## config.mk

```make
export PLATFORM = sky130hd
export DESIGN_NAME = uart_rx
export DESIGN_NICKNAME = d
export VERILOG_FILES = /design/src/rtl/uart_rx.sv
export SDC_FILE = /design/constraint.sdc
export NUM_CORES = 1
export LEC_CHECK = 0
export CAP_MARGIN = 20
export CORE_MARGIN = 4
export CORE_UTILIZATION = 40
export DETAILED_ROUTE_END_ITERATION = 10
export SLEW_MARGIN = 40
export SYNTH_ARGS = -nofsm -noshare
export SYNTH_HDL_FRONTEND = slang
export SYNTH_SLANG_ARGS = --single-unit
```

## constraint.sdc

```tcl
create_clock -name clk -period 5.6 [get_ports clk]
set_input_delay 0.84 -clock clk [delete_from_list [all_inputs] [get_ports clk]]
set_output_delay 0.84 -clock clk [all_outputs]
set_load 0.02 [all_outputs]
```

## src/rtl/uart_rx.sv

```systemverilog
// ---------------------------------------------------------------------------
// uart_rx
//   Oversampling UART receiver. The serial line is synchronised, then each bit
//   is sampled on ticks 7, 8 and 9 of its 16 tick_16x periods, and a 2-of-3
//   majority vote decides the bit value. A received word is held in rx_data
//   with a valid/ready handshake. Framing errors and overruns are reported as
//   single-cycle pulses.
//
// Ports
//   clk        in   system clock
//   rst        in   synchronous, active-high reset
//   tick_16x   in   single-cycle strobe at 16x the baud rate
//   rx         in   asynchronous serial line, idle high
//   rx_data    out  [DATA_BITS-1:0] last received word
//   rx_valid   out  rx_data holds an unconsumed word
//   rx_ready   in   consumer takes rx_data when high together with rx_valid
//   frame_err  out  one-cycle pulse when the stop bit votes low
//   overrun    out  one-cycle pulse when a word lands on an unconsumed word
//   busy       out  high whenever the receiver is not idle
// ---------------------------------------------------------------------------
module uart_rx #(
  parameter int DATA_BITS = 8
) (
  input  logic                 clk,
  input  logic                 rst,
  input  logic                 tick_16x,
  input  logic                 rx,
  output logic [DATA_BITS-1:0] rx_data,
  output logic                 rx_valid,
  input  logic                 rx_ready,
  output logic                 frame_err,
  output logic                 overrun,
  output logic                 busy
);

  localparam int IDX_W = (DATA_BITS > 1) ? $clog2(DATA_BITS) : 1;

  typedef enum logic [2:0] {
    IDLE,
    START,
    DATA,
    STOP,
    BREAK
  } state_t;

  state_t                 state_q,     state_d;
  logic                   rx_meta_q,   rx_meta_d;
  logic                   rx_s_q,      rx_s_d;
  logic [3:0]             s_cnt_q,     s_cnt_d;
  logic [IDX_W-1:0]       bit_idx_q,   bit_idx_d;
  logic [DATA_BITS-1:0]   shift_q,     shift_d;
  logic [2:0]             samp_q,      samp_d;
  logic [DATA_BITS-1:0]   rx_data_q,   rx_data_d;
  logic                   rx_valid_q,  rx_valid_d;
  logic                   frame_err_q, frame_err_d;
  logic                   overrun_q,   overrun_d;

  logic [3:0]             tick_idx;
  logic                   maj_bit;
  logic                   maj_stop;

  function automatic logic majority(input logic a, input logic b, input logic c);
    return (a & b) | (a & c) | (b & c);
  endfunction

  // s_cnt holds the index of the last tick already handled in the current
  // bit, so the tick being processed now is s_cnt + 1 (wrapping 15 -> 0).
  // The stop bit is decided on tick 9, before samp_q has captured the third
  // sample, so its vote uses the live synchronised line instead.
  always_comb begin
    tick_idx = s_cnt_q + 4'd1;
    maj_bit  = majority(samp_q[0], samp_q[1], samp_q[2]);
    maj_stop = majority(samp_q[0], samp_q[1], rx_s_q);
  end

  // Next-state logic for every flop: synchroniser, bit timing, shifting,
  // stop-bit decision and the consumer handshake. Pulses default low so
  // they only ever last a single clock.
  always_comb begin
    state_d     = state_q;
    rx_meta_d   = rx;
    rx_s_d      = rx_meta_q;
    s_cnt_d     = s_cnt_q;
    bit_idx_d   = bit_idx_q;
    shift_d     = shift_q;
    samp_d      = samp_q;
    rx_data_d   = rx_data_q;
    rx_valid_d  = rx_valid_q;
    frame_err_d = 1'b0;
    overrun_d   = 1'b0;

    if (rx_valid_q && rx_ready) begin
      rx_valid_d = 1'b0;
    end

    unique case (state_q)
      IDLE: begin
        // The tick that first sees the line low is tick 0 of the start bit.
        if (tick_16x && !rx_s_q) begin
          state_d = START;
          s_cnt_d = 4'd0;
        end
      end

      START, DATA, STOP: begin
        if (tick_16x) begin
          s_cnt_d = tick_idx;
          if (tick_idx == 4'd7) samp_d[0] = rx_s_q;
          if (tick_idx == 4'd8) samp_d[1] = rx_s_q;
          if (tick_idx == 4'd9) samp_d[2] = rx_s_q;

          if (state_q == START && tick_idx == 4'd15) begin
            // A start bit that does not vote low was line noise.
            if (!maj_bit) begin
              state_d   = DATA;
              bit_idx_d = '0;
            end else begin
              state_d = IDLE;
            end
          end

          if (state_q == DATA && tick_idx == 4'd15) begin
            shift_d[bit_idx_q] = maj_bit;
            if (bit_idx_q == IDX_W'(DATA_BITS - 1)) begin
              state_d = STOP;
            end else begin
              bit_idx_d = bit_idx_q + IDX_W'(1);
            end
          end

          if (state_q == STOP && tick_idx == 4'd9) begin
            if (maj_stop) begin
              // A new word always wins; it is only an overrun when the
              // old word is neither consumed earlier nor on this very edge.
              rx_data_d  = shift_q;
              rx_valid_d = 1'b1;
              overrun_d  = rx_valid_q && !rx_ready;
              state_d    = IDLE;
            end else begin
              frame_err_d = 1'b1;
              state_d     = BREAK;
            end
          end
        end
      end

      BREAK: begin
        // Leave as soon as the line is back high, without waiting for a tick,
        // so the next start edge is not missed.
        if (rx_s_q) begin
          state_d = IDLE;
        end
      end

      default: begin
        state_d = IDLE;
      end
    endcase
  end

  // Single register stage for the whole receiver, synchronous reset. The
  // synchroniser resets high so a stale low cannot fake a start bit.
  always_ff @(posedge clk) begin
    if (rst) begin
      state_q     <= IDLE;
      rx_meta_q   <= 1'b1;
      rx_s_q      <= 1'b1;
      s_cnt_q     <= '0;
      bit_idx_q   <= '0;
      shift_q     <= '0;
      samp_q      <= '0;
      rx_data_q   <= '0;
      rx_valid_q  <= 1'b0;
      frame_err_q <= 1'b0;
      overrun_q   <= 1'b0;
    end else begin
      state_q     <= state_d;
      rx_meta_q   <= rx_meta_d;
      rx_s_q      <= rx_s_d;
      s_cnt_q     <= s_cnt_d;
      bit_idx_q   <= bit_idx_d;
      shift_q     <= shift_d;
      samp_q      <= samp_d;
      rx_data_q   <= rx_data_d;
      rx_valid_q  <= rx_valid_d;
      frame_err_q <= frame_err_d;
      overrun_q   <= overrun_d;
    end
  end

  assign rx_data   = rx_data_q;
  assign rx_valid  = rx_valid_q;
  assign frame_err = frame_err_q;
  assign overrun   = overrun_q;
  assign busy      = (state_q != IDLE);

endmodule
```

==> Word level (Yosys, flattened, before mapping) <==
Cells that the tools add are included.
{ "totals": {"reg_bits": 34, "elab_cells": 91, "in_bits": 5, "output_inout_bits": 12} }
{ "classes": {"reduce_logical": 23, "n_bitwise": 13, "mux": 26, "magnitude_cmp": 2, "add_sub_neg": 2, "n_eq_ne": 12} }
{ "op_table": {"columns": ["cell", "n"], "rows": [
  ["$mux W3", 12],
  ["$reduce_and A3 Y1", 6],
  ["$eq A4 B4 Y1 const B", 3],
  ["$pmux W3 S3", 1],
  ["$bwmux W8", 1],
  ["$mux W4", 2],
  ["$pmux W4 S2", 1],
  ["$logic_and A1 B1 Y1", 7],
  ["$mux W1", 7],
  ["$eq A3 B2 Y1 const B", 2],
  ["$eq A3 B3 Y1 const B", 2],
  ["$ne A2 B2 Y1 const B", 3],
  ["$and A1 B1 Y1", 5],
  ["$reduce_or A5 Y1", 1],
  ["$add A4 B1 Y4 const B", 1],
  ["$eq A4 B3 Y1 const B", 1],
  ["$lt A3 B4 Y1 const B", 1],
  ["$not A1 Y1", 4],
  ["$or A1 B1 Y1", 4],
  ["$reduce_and A4 Y1", 1],
  ["$reduce_or A4 Y1", 1],
  ["$add A3 B1 Y3 const B", 1],
  ["$demux W1 S3", 1],
  ["$eq A3 B1 Y1 const B", 1],
  ["other kinds (8)", 9]
]} }

==> Logic depth before layout (Yosys ltp) <==
{ "depth": {"depth_word": 10, "depth_mapped": 7, "ltp_nobuf": 6} }

==> Worst setup path before layout <==
No wires, ideal clock.
{ "synth_timing": {"kind": "input port to flip-flop", "startpoint": "in tick_16x", "endpoint": "reg samp_q[0]", "setup_time_ps": 128, "n_path_buf": 0, "required_time_ps": 5472, "path_stages": 5, "arrival_time_ps": 1710, "slack_ps": 3762, "cell_sequence": "nand2b_4 -> or2_1 -> or3_1 -> mux2i_1 -> nor2_1"} }
{ "synth_via": {"elab_chain_len": 1} }
{ "synth_rtl": {"columns": ["element", "line_no", "source"], "rows": [
  ["start: declaration", "26", "input logic tick_16x,"],
  ["$reduce_and A3 Y1 (no source line)", null, null],
  ["end signal: assignment", "183", "samp_q <= samp_d;"],
  ["end: declaration", "52", "logic [2:0] samp_q, samp_d;"]
]} }
No other way between the ends.
A chain may end at the register's enable or synchronous reset.

==> Worst setup path after layout <==
{ "layout_timing": {"startpoint": "reg state_q[1]", "endpoint": "out busy"} }
{ "layout_via": {"elab_chain_len": 1} }
{ "layout_rtl": {"columns": ["element", "line_no", "source"], "rows": [
  ["start: declaration", "46", "state_t state_q, state_d;"],
  ["start signal: assignment", "177", "state_q <= state_d;"],
  ["$reduce_bool A3 Y1", "195", "assign busy = (state_q != IDLE);"],
  ["end: declaration", "33", "output logic busy"]
]} }
No other way between the ends.

==> impl_metrics.ini <==
[detailed_routing]
drc = 0
ant_nets = 0
firstDrtPassIters = 4
drtIter0Drc = 38
wirelength_um = 3490
viasPerCell = 5.51
routedWlPerCell_um = 14.0
num_vias = 1378

[cts]
hold_buffers = 0
cts_root_buf = clkbuf_8
cts_tree = done
clock_sinks = 34
h-tree-depth = 2
numCtsBuffers = 5
clkTransAtPathRegs_ns = 0.06
cts_resized = 0
clock_path_buffers = 2
cts_setup_buffers = 0
clock_latency_ns = 0.27

[timing]
tightest_slew_ns = 0.743
rsz0062_at_grt = no
tns_ns = 0
worst_slack_ns = 3.12
setup_viol = 0
fin_crit_ns = 2.48
maxSlewViolCount = 0
skew_ns = 0.00508
fmax_ghz = 0.404
slew_headroom_pct = 50.3
finalHoldViolations = 0
finalCritPeriodShare_pct = 44.2

[placement]
dp_worst_setup_slack_ns = 3.03
place_congestion = 0.808
hpwl_um = 2470
io_buffers = 16

[yosys]
synth_warnings = 0
synth-async-reset-ratio_pct = 0
synth_edf_count = 0
synthDistinctLibCells = 48
syn_area_sq_um = 1720
yosys.area.top_type = dfxtp_1
yosys.area.top_type_share_pct = 39.5
yosysSeqAreaShare_pct = 39.5
syn-num-nets = 197
syn_avg_cell_area_sq_um = 9.27
ys_top_cells_by_area = dfxtp_1 39%, mux2i_1 6.4%, ha_1 4.4%
synthFlopType = dfxtp_1
syn-instance-count = 186
ys_ff_latch = 34

[worst_setup_path]
r2r_end = bit_idx_q[0]$_SDFFE_PP0P_
rr_worst_depth = 6
required_ns = 4.76
path_max_fanout = 12
rrSetupSlack_ns = 3.37
crit_arrival_ns = 1.64
reg2reg_from = s_cnt_q[0]$_SDFFE_PP0P_
critPathKind = reg2out
crit_path_end_kind = output port
start_kind = register

[floorplan]
top_level_ports = 17
rows = 23
die_h_um = 73.7
die_w_um = 73.7
initial_core_util_pct = 42.2
design.core.area_sq_um = 4090
die_area_sq_um = 5430

[worst_hold_path]
holdPathStages = 1
hold_start = rx_meta_q$_SDFF_PP1_
hold_class = reg2reg
hold_end = rx_s_q$_SDFF_PP1_

[global_route]
antenna_found_initial = 0
grt_max_degree = 35
grt_usage_pct = 13.8
grt_pass1_wl_um = 5850
gr-total-overflow = 0
grt_pass1_vias = 1285

[power]
cellLeakagePower_nw = 0.794
power_mw = 0.479
powerDensity_nw_per_um2 = 239
irDropWorstVdd_v = 0.000143

[layout]
area_delta_synth_final_pct = 16.0
drive_above_1_share_pct = 9.50
n_antenna_cell = 0
layout.nets = 210
fillers = 399

[run]
maxCapViolCount = 0

[status]
status = finished clean
==> stage by stage <==
step	hold WS (ns)	utilization (%)	instance area, sq um	cells
2_1_floorplan	0.389	-	1720	186
4_1_cts	0.422	48.9	2000	250
3_5_place_dp	0.407	46.3	1890	242
5_1_grt	0.448	48.9	2000	250
3_3_place_gp	0.393	46.4	1900	242
6_report	0.416	48.9	2000	250
==> power by group <==
group          switching (mW)  leakage (nW)  internal [mW]
Clock                  0.0799        0.0524          0.133
Sequential            0.00302         0.274          0.243
Combinational          0.0105         0.467        0.00908
Total                  0.0934         0.794          0.385
==> cell usage in the layout, fill, tap and decap left out, types with 2 or more instances in the layout <==
master,count
clkdlybuf4s50_1,15
nor2b_1,7
a21boi_2,2
nand2b_1,10
dfxtp_1,34
nand2_1,6
nand3b_1,9
nand4_1,3
nor3_1,3
ha_1,6
maj3_1,2
nor2_1,17
a22oi_1,2
o21ai_1,10
a22o_1,2
inv_1,7
and3_1,5
a21oi_1,6
nand3_1,5
clkbuf_8,5
or2_2,2
mux2i_1,11
clkbuf_1,2
nand4b_1,3
or3_1,2
==> registers in the layout (all words and copies together) (netlist names) <==
signal and count:
rx_valid 1, rx_meta_q 1, bit_idx_q 3, state_q 3
overrun 1, rx_data 8, frame_err 1, samp_q 3
shift_q 8, s_cnt_q 4, rx_s_q 1
==> how the worst max path moves through the flow <==
stage               slack (ns)                    start  cells after the start                        end
floorplan                 3.76                 tick_16x                      5     samp_q[0]$_SDFFE_PP0P_
global placement          2.99                      rst                      4  bit_idx_q[0]$_SDFFE_PP0P_
detailed placement        3.03                 tick_16x                      6     samp_q[0]$_SDFFE_PP0P_
CTS                       3.10  state_q[1]$_SDFFE_PP0P_                      2                       busy
global route              3.04  state_q[0]$_SDFFE_PP0P_                      2                       busy
finish                    3.12  state_q[1]$_SDFFE_PP0P_                      2                       busy
==> critical path: stages (launching register included) <==
cell             delay [ns]
dfxtp_1                0.43
or3_1                  0.40
clkdlybuf4s50_1        0.54
==> cells in the mapped netlist (6+ instances only) <==
| cell type | number |
|---|---|
| nand2_1 | 6 |
| mux2i_1 | 11 |
| nor2b_1 | 7 |
| a21oi_1 | 6 |
| inv_1 | 7 |
| nor2_1 | 17 |
| nand2b_1 | 10 |
| o21ai_1 | 10 |
| dfxtp_1 | 34 |
| nand3b_1 | 9 |
| ha_1 | 6 |
==> cells by family after synthesis <==
| logic type | Yosys count | share of synthesized area (%) |
|---|---|---|
| simple gates | 78 | 27.5 |
| xor+xnor | 1 | 0.508 |
| buf+inv | 17 | 4.35 |
| fa+ha+maj | 8 | 5.52 |
| flops | 34 | 39.5 |
| compound gates | 36 | 15.6 |
| mux | 12 | 7.04 |
==> cell type report <==
cell class	count	area [sq um]	share of cell area [%]
repair buffers	16	155	7.76
well taps	50	62.6	3.13
multi-input cells	135	968	48.4
flip-flops and latches	34	681	34.0
inverters	7	26.3	1.31
clock inverters	1	30.0	1.50
clock buffers	7	76.3	3.82
==> per-layer routing <==
metal	vias to the layer above	wire (um)	GRT usage (%)	part of all wire, %
met3	6	131	3.56	3.8
met4	0	57	6.44	1.6
met1	651	1680	18.0	48
met5	-	0	0	0
met2	35	1620	21.3	46
li1	686	-	-	-
Power figures use the tool's default switching activity.
